--- config.mk ---
export PLATFORM = sky130hd
export DESIGN_NAME = rgb_to_gray_stream
export DESIGN_NICKNAME = d
export VERILOG_FILES = /design/src/rtl/vision_pkg.sv /design/src/rtl/frame_position_tracker.sv /design/src/rtl/rgb_to_gray_stream.sv
export SDC_FILE = /design/constraint.sdc
export NUM_CORES = 1
export LEC_CHECK = 0
export CELL_PAD_IN_SITES_DETAIL_PLACEMENT = 1
export CELL_PAD_IN_SITES_GLOBAL_PLACEMENT = 2
export CORE_MARGIN = 5
export CORE_UTILIZATION = 40
export CTS_BUF_LIST = sky130_fd_sc_hd__clkbuf_4
export CTS_CLUSTER_SIZE = 10
export DETAILED_ROUTE_END_ITERATION = 16
export PLACE_DENSITY_LB_ADDON = 0.1
export SETUP_SLACK_MARGIN = 0.2
export SYNTH_ARGS = -nofsm -noshare
export SYNTH_HDL_FRONTEND = slang
export SYNTH_HIERARCHICAL = 1
export SYNTH_SLANG_ARGS = --single-unit
--- constraint.sdc ---
create_clock -name clk -period 3.35 [get_ports clk]
set_input_delay 1.005 -clock clk [delete_from_list [all_inputs] [get_ports clk]]
set_output_delay 1.005 -clock clk [all_outputs]
set_load 0.02 [all_outputs]
--- src/rtl/vision_pkg.sv ---
`default_nettype none
// ============================================================================
//  Package     : vision_pkg
//  Description : Shared constants and types for the camera vision front end.
//                Holds the BT.601-style luma weights, the frame-tracking state
//                type and the default frame geometry.
//  Revision    : 1.0  initial release
// ============================================================================
package vision_pkg;

  // Luma weights scaled by 2^LUMA_SHIFT; they sum to 256.
  localparam int LUMA_WR    = 77;
  localparam int LUMA_WG    = 150;
  localparam int LUMA_WB    = 29;
  localparam int LUMA_SHIFT = 8;

  // Default frame geometry and channel width.
  localparam int IMG_WIDTH_DEFAULT  = 640;
  localparam int IMG_HEIGHT_DEFAULT = 480;
  localparam int PIXEL_BITS_DEFAULT = 8;

  typedef enum logic [0:0] {
    WAIT_SOF = 1'b0,
    STREAM   = 1'b1
  } frame_state_t;

endpackage
`default_nettype wire

--- src/rtl/frame_position_tracker.sv ---
`default_nettype none
// ============================================================================
//  Module      : frame_position_tracker
//  Description : Tracks the (x,y) position of accepted beats in a frame.
//                Decides whether a beat is forwarded, tags it with sof/eol/eof
//                and raises a one-cycle sof_error on an out-of-place sof.
//  Revision    : 1.0  initial release
// ============================================================================
module frame_position_tracker
  import vision_pkg::*;
#(
  parameter int IMG_WIDTH  = IMG_WIDTH_DEFAULT,
  parameter int IMG_HEIGHT = IMG_HEIGHT_DEFAULT
) (
  input  logic clk,
  input  logic reset,
  input  logic accept,
  input  logic in_sof,
  output logic forward,
  output logic sof,
  output logic eol,
  output logic eof,
  output logic sof_error
);

  localparam int X_W = (IMG_WIDTH  > 1) ? $clog2(IMG_WIDTH)  : 1;
  localparam int Y_W = (IMG_HEIGHT > 1) ? $clog2(IMG_HEIGHT) : 1;
  localparam logic [X_W-1:0] C_X_LAST = X_W'(IMG_WIDTH - 1);
  localparam logic [Y_W-1:0] C_Y_LAST = Y_W'(IMG_HEIGHT - 1);

  frame_state_t   r_state;
  frame_state_t   w_state_next;
  logic [X_W-1:0] r_x;
  logic [X_W-1:0] w_x_next;
  logic [X_W-1:0] w_pos_x;
  logic [Y_W-1:0] r_y;
  logic [Y_W-1:0] w_y_next;
  logic [Y_W-1:0] w_pos_y;
  logic           w_sof_error_next;

  // State, position counters and the registered error pulse.
  always_ff @(posedge clk or negedge reset) begin
    if (!reset) begin
      r_state   <= WAIT_SOF;
      r_x       <= '0;
      r_y       <= '0;
      sof_error <= 1'b0;
    end else begin
      r_state   <= w_state_next;
      r_x       <= w_x_next;
      r_y       <= w_y_next;
      sof_error <= w_sof_error_next;
    end
  end

  // Next position: wrap at end of line, return to WAIT_SOF after the last pixel.
  always_comb begin
    w_state_next = r_state;
    w_x_next     = r_x;
    w_y_next     = r_y;
    if (accept && forward) begin
      if (eof) begin
        w_state_next = WAIT_SOF;
        w_x_next     = '0;
        w_y_next     = '0;
      end else if (eol) begin
        w_state_next = STREAM;
        w_x_next     = '0;
        w_y_next     = w_pos_y + Y_W'(1);
      end else begin
        w_state_next = STREAM;
        w_x_next     = w_pos_x + X_W'(1);
        w_y_next     = w_pos_y;
      end
    end
  end

  // Position of the current beat (an sof always restarts at the origin) and its tags.
  always_comb begin
    w_pos_x          = in_sof ? '0 : r_x;
    w_pos_y          = in_sof ? '0 : r_y;
    forward          = (r_state == STREAM) || in_sof;
    sof              = (w_pos_x == '0) && (w_pos_y == '0);
    eol              = (w_pos_x == C_X_LAST);
    eof              = eol && (w_pos_y == C_Y_LAST);
    w_sof_error_next = accept && (r_state == STREAM) && in_sof &&
                       ((r_x != '0) || (r_y != '0));
  end

endmodule
`default_nettype wire

--- src/rtl/rgb_to_gray_stream.sv ---
`default_nettype none
// ============================================================================
//  Module      : rgb_to_gray_stream
//  Description : RGB888 to 8-bit luma converter with valid/ready streaming.
//                Stage 1 registers the weighted channel products, stage 2 the
//                rounded sum. Frame position flags travel with each pixel.
//  Revision    : 1.0  initial release
// ============================================================================
module rgb_to_gray_stream
  import vision_pkg::*;
#(
  parameter int IMG_WIDTH  = IMG_WIDTH_DEFAULT,
  parameter int IMG_HEIGHT = IMG_HEIGHT_DEFAULT,
  parameter int PIXEL_BITS = PIXEL_BITS_DEFAULT
) (
  input  logic                  clk,
  input  logic                  reset,
  input  logic [PIXEL_BITS-1:0] in_r,
  input  logic [PIXEL_BITS-1:0] in_g,
  input  logic [PIXEL_BITS-1:0] in_b,
  input  logic                  in_sof,
  input  logic                  in_valid,
  output logic                  in_ready,
  output logic [PIXEL_BITS-1:0] out_pixel,
  output logic                  out_sof,
  output logic                  out_eol,
  output logic                  out_eof,
  output logic                  out_valid,
  input  logic                  out_ready,
  output logic                  sof_error
);

  // Weights sum to 2^LUMA_SHIFT, so the rounded sum never exceeds this width.
  localparam int SUM_W = PIXEL_BITS + LUMA_SHIFT;
  localparam logic [SUM_W-1:0] C_WR    = SUM_W'(LUMA_WR);
  localparam logic [SUM_W-1:0] C_WG    = SUM_W'(LUMA_WG);
  localparam logic [SUM_W-1:0] C_WB    = SUM_W'(LUMA_WB);
  localparam logic [SUM_W-1:0] C_ROUND = SUM_W'(1 << (LUMA_SHIFT - 1));

  logic                  w_s2_adv;
  logic                  w_s1_adv;
  logic                  w_accept;
  logic                  w_forward;
  logic                  w_sof;
  logic                  w_eol;
  logic                  w_eof;
  logic [PIXEL_BITS-1:0] w_luma;

  logic                  r_s1_valid;
  logic                  r_s1_sof;
  logic                  r_s1_eol;
  logic                  r_s1_eof;
  logic [SUM_W-1:0]      r_s1_pr;
  logic [SUM_W-1:0]      r_s1_pg;
  logic [SUM_W-1:0]      r_s1_pb;
  logic                  r_s2_valid;

  // in_ready depends only on pipeline occupancy and out_ready; held low in reset.
  assign w_s2_adv  = !r_s2_valid || out_ready;
  assign w_s1_adv  = !r_s1_valid || w_s2_adv;
  assign in_ready  = reset && w_s1_adv;
  assign w_accept  = in_valid && in_ready;
  assign out_valid = r_s2_valid;
  assign w_luma    = PIXEL_BITS'((r_s1_pr + r_s1_pg + r_s1_pb + C_ROUND) >> LUMA_SHIFT);

  frame_position_tracker #(
    .IMG_WIDTH  (IMG_WIDTH),
    .IMG_HEIGHT (IMG_HEIGHT)
  ) u_tracker (
    .clk       (clk),
    .reset     (reset),
    .accept    (w_accept),
    .in_sof    (in_sof),
    .forward   (w_forward),
    .sof       (w_sof),
    .eol       (w_eol),
    .eof       (w_eof),
    .sof_error (sof_error)
  );

  // Stage 1: capture channel products and frame flags of forwarded beats.
  always_ff @(posedge clk or negedge reset) begin
    if (!reset) begin
      r_s1_valid <= 1'b0;
      r_s1_sof   <= 1'b0;
      r_s1_eol   <= 1'b0;
      r_s1_eof   <= 1'b0;
      r_s1_pr    <= '0;
      r_s1_pg    <= '0;
      r_s1_pb    <= '0;
    end else if (w_s1_adv) begin
      r_s1_valid <= w_accept && w_forward;
      if (w_accept && w_forward) begin
        r_s1_sof <= w_sof;
        r_s1_eol <= w_eol;
        r_s1_eof <= w_eof;
        r_s1_pr  <= C_WR * SUM_W'(in_r);
        r_s1_pg  <= C_WG * SUM_W'(in_g);
        r_s1_pb  <= C_WB * SUM_W'(in_b);
      end
    end
  end

  // Stage 2: rounded luma and flags; holds steady while downstream stalls.
  always_ff @(posedge clk or negedge reset) begin
    if (!reset) begin
      r_s2_valid <= 1'b0;
      out_pixel  <= '0;
      out_sof    <= 1'b0;
      out_eol    <= 1'b0;
      out_eof    <= 1'b0;
    end else if (w_s2_adv) begin
      r_s2_valid <= r_s1_valid;
      if (r_s1_valid) begin
        out_pixel <= w_luma;
        out_sof   <= r_s1_sof;
        out_eol   <= r_s1_eol;
        out_eof   <= r_s1_eof;
      end
    end
  end

endmodule
`default_nettype wire

Yosys cells after proc, flatten, opt, wreduce, memory -nomap -nowiden --
Cells that the tools add are included.
Word-level totals: flip-flop bits (word level) 80, bits of input ports 29, logic and storage cells 53
Operators by class: add/sub/neg operators 5, $mul 3, equal/unequal tests 2, multiplexer cells 7, reductions and logical operators 20
Operators by type and width (count):
- $mul A7 B8 Y15 const A | 2
- $mux W10 | 3
- $mux W9 | 3
- $add A15 B16 Y16 | 1
- $add A16 B13 Y16 | 1
- $add A16 B8 Y16 const B | 1
- $mul A5 B8 Y13 const A | 1
- $add A10 B1 Y10 const B | 1
- $eq A10 B10 Y1 const B | 1
- $logic_not A10 Y1 | 1
- $reduce_bool A10 Y1 | 1
- $add A9 B1 Y9 const B | 1
- $eq A9 B9 Y1 const B | 1
- $logic_not A9 Y1 | 1
- $reduce_bool A9 Y1 | 1
- $logic_and A1 B1 Y1 | 8
- $logic_or A1 B1 Y1 | 4
- $reduce_and A2 Y1 | 2
- $logic_not A1 Y1 | 2
- $mux W1 | 1

Logic depth before layout (Yosys ltp) --
depth in word-level cells 8, mapped depth 14, mapped depth without buffers 14

Modules after synthesis --
The synthesis kept the hierarchy.
By module, submodules not included:
- rgb_to_gray_stream | instances 1, cells an instance 606, area an instance 5982.0 um^2, seq. area each 1476.4 um^2
- frame_position_tracker | instances 1, cells an instance 154, area an instance 1343.8 um^2, seq. area each 525.5 um^2

Least setup slack after synthesis --
No wires, ideal clock.
path type in2reg, from input port in_r[4], to register r_s1_pr[11], library setup time 0.095 ns, data arrival time 3.929 ns, data required time 3.255 ns, slack -0.674 ns, stages 13, buffers on the path 0, cells stage by stage ha_1 ha_1 inv_1 fa_1 fa_1 inv_1 ha_1 a21o_1 a21oi_1 a21boi_0 o21a_1 o21a_1 o31ai_1
Between the ends: longest elaborated chain between the ends 1
Ends and longest elaborated chain:
- from (decl) | line rgb_to_gray_stream.sv:18 | input logic [PIXEL_BITS-1:0] in_r,
- $mul A7 B8 Y15 | line rgb_to_gray_stream.sv:97 | r_s1_pr <= C_WR * SUM_W'(in_r);
- to (signal assigned) | line rgb_to_gray_stream.sv:97
- to (decl) | line rgb_to_gray_stream.sv:53 | logic [SUM_W-1:0] r_s1_pr;
Every way passes these cells. A chain may end at the register's enable or synchronous reset.

Worst setup path after layout --
from input port in_r[5], to register r_s1_pr[11]
Same word-level chain as after synthesis.

==> results.py <==
metrics = {
    "floorplanning": {
        "die_height_um": 145.3,
        "fp.dieArea_mm2": 0.02112,
        "initial_core_util_pct": 40.64,
        "ioPinCount": 43,
        "coreArea_mm2": 0.01802,
        "rows": 49,
        "chipWidth_um": 145.3,
    },
    "placement": {
        "hpwl_mm": 15.88,
        "io_buffers": 42,
        "placed_cells": 1124,
        "dpl_cell_area_mm2": 0.009061,
        "place_ws_ps": -1248,
        "routabilityCongestion": 0.8017,
    },
    "sta": {
        "slew_viol_final": 0,
        "slew-limit-headroom_pct": 38.22,
        "period_share_pct": 106.9,
        "worst_clock_skew_ps": 31.43,
        "min_period_ps": 3581,
        "tightest_slew_ps": 926.7,
        "report.final.setup_viol": 10,
        "fmax_mhz": 279.3,
        "rsz0062_at_grt": "yes",
        "fin_ws_ps": -230.8,
        "hold_viol_final": 0,
    },
    "logic_synthesis": {
        "synth_cell_types": 70,
        "syn_inst": 760,
        "synth.largest_area_cell": "dfrtp_1",
        "synth_edf_count": 0,
        "syn-cell-area_mm2": 0.007326,
        "synth_nets": 956,
        "synth_top_area_share_pct": 27.33,
        "synth_seq_cells": 80,
        "async_flop_share_pct": 100.0,
        "yosys_warnings": 6,
        "synth_common_cells": "129 x ha_1, 124 x inv_1, 80 x dfrtp_1, 59 x nand2_1, 54 x o21ai_0",
        "syn_avg_cell_area_um2": 9.639,
        "synthTopCellsByArea": "dfrtp_1 27%, ha_1 22%, fa_1 10%",
        "yosys.cell_count.top_type": "ha_1",
        "synthFlopType": "dfrtp_1",
        "synth_seq_area_share_pct": 27.33,
    },
    "route": {
        "routed_wl_mm": 20.03,
        "ant_nets": 0,
        "drt_pass1_iterations": 4,
        "drtIter0Drc": 209,
        "remaining_drc_errors": 0,
        "vias": 6046,
        "routedWlPerCell_um": 17.36,
        "vias_per_cell": 5.239,
    },
    "critical_path": {
        "rrSetupSlack_ps": 360,
        "crit_type": "in2reg",
        "crit_required_ps": 3700,
        "start_kind": "input pin",
        "worstPathMaxFanout": 3,
        "reg2reg_depth": 12,
        "cp.arrival_ps": 3930,
        "r2r-start": "r_s1_pr[3]$_DFFE_PN0P_",
        "critPathCaptureType": "flip-flop",
        "r2r-end": "out_pixel[3]$_DFFE_PN0P_",
    },
    "outcome": {
        "status": "complete, but fails checks",
        "violations": "negative setup slack",
    },
    "grt": {
        "antenna_found_initial": 0,
        "grt_max_degree": 71,
        "track_usage_pct": 18.85,
        "grt_pass1_vias": 6728,
        "grt_pass1_wl_mm": 33.30,
        "grt_overflow": 0,
    },
    "clock_network": {
        "clock-sinks": 80,
        "clock_latency_ps": 470,
        "path_clk_slew_ps": 150,
        "htreeDepth": 3,
        "cts_root_buffer": "clkbuf_4",
        "cts_made_buffers": 9,
        "clk_path_buf_depth": 2,
        "cts_tree": "done",
        "ctsHoldBuffers": 0,
    },
    "finish": {
        "instances_no_fill": 1154,
        "area_delta_synth_final_pct": 35.10,
        "final_core_util_pct": 54.91,
        "finalNetCount": 1116,
        "layout-drive-gt1-share_pct": 33.08,
        "antenna_cells": 0,
        "fin_area_mm2": 0.009897,
    },
    "power_and_ir_drop": {
        "ir_worst_vdd_v": 0.0005240,
        "power_density_mw_per_mm2": 767.9,
        "p_leak_nw": 4.802,
    },
    "job": {
        "drv_cap": 0,
    },
    "min_path": {
        "hold_path_class": "in2async",
    },
}
-- how the worst max path moves through the flow --
stage / to / from
final: r_s1_pr[11]$_DFFE_PN0P_ / in_r[5]
after global routing: r_s1_pr[11]$_DFFE_PN0P_ / in_r[5]
after CTS: r_s1_pr[11]$_DFFE_PN0P_ / in_r[5]
after detailed placement: r_s1_pr[12]$_DFFE_PN0P_ / in_r[5]
after global placement: r_s1_pr[12]$_DFFE_PN0P_ / in_r[5]
after floorplan: r_s1_pr[11]$_DFFE_PN0P_ / in_r[4]
-- report_power, final --
part	internal [mW]	switching, mW	total (mW)
registers	1.24	0.198	1.44
clock network	0.307	0.363	0.670
logic	2.65	2.85	5.49
total	4.19	3.41	7.60
-- critical path: stages --
cell	delay, ps
buf_8	100
ha_4	230
ha_4	260
inv_2	30
fa_1	460
fa_1	520
inv_2	50
ha_4	240
a21o_1	180
a21oi_2	190
a21boi_2	100
o21a_1	200
o21a_1	180
o31ai_1	180
-- stage by stage --
stage          hold slack (ps)  power, mW  TNS, ps
4_1_cts                  449.7      7.150   -930.1
3_3_place_gp             465.4      5.828   -21980
6_report                 460.3      7.599   -950.5
2_1_floorplan            448.5      4.533    -3461
3_5_place_dp             478.8      6.091   -24140
5_1_grt                  452.3      8.276    -1967
-- placed cells by master (no fill, tap or decap), types with 23 or more instances in the layout --
master / Yosys / final
fa_1: 38 / 35
ha_1: 129 / 84
o21ai_1: 2 / 23
o21ai_0: 54 / 27
dfrtp_1: 80 / 80
nand2_1: 59 / 56
buf_4: 1 / 119
ha_4: 0 / 38
inv_1: 124 / 105
xor2_1: 24 / 23
-- flip-flops by register name, indices dropped and copies added, names as in the netlist --
name,count
r_s1_pg,15
r_s1_pr,15
r_s1_pb,13
u_tracker/r_x,10
u_tracker/r_y,9
out_pixel,8
out_eof,1
out_eol,1
out_sof,1
out_valid,1
r_s1_eof,1
r_s1_eol,1
r_s1_sof,1
r_s1_valid,1
u_tracker/r_state,1
u_tracker/sof_error,1
-- logic make-up (layout without fill, tap and decap cells) --
| group | after synthesis | count (layout) | share of synthesized area, % |
|---|---|---|---|
| AOI/OAI and AO/OA | 164 | 164 | 14.45 |
| xor gates and xnor gates | 34 | 34 | 4.065 |
| adders and majority gates | 167 | 167 | 32.42 |
| buffers and inverters | 143 | 308 | 7.686 |
| DFF | 80 | 80 | 27.33 |
| muxes | 21 | 21 | 3.211 |
| and+or+nand+nor | 151 | 151 | 10.85 |
-- cell type report --
type	count	area (um2)
Fill cell	1980	8128
Multi-Input combinational cell	537	5593
Sequential cell	80	2002
Timing Repair Buffer	167	1384
Inverter	125	473.0
Tap cell	229	286.5
Clock inverter	6	83.83
Clock buffer	10	75.07
-- layer usage --
metal	routed length [um]	GRT usage, %	vias to the layer above
li1	-	-	2933
met1	8950	24.42	3016
met2	10310	33.67	74
met3	510	3.177	23
met4	258	2.985	0
met5	0	0	-
-- repair_timing --
action | in CTS | in global routing
resized for setup | 145 | 50
cloned | 0 | 0
endpoints found under the hold margin | 0 | 0
setup endpoints to repair | 29 | 26
buffers inserted | 8 | 6
pin swaps | 87 | 56
(Power assumes the default switching activity.)
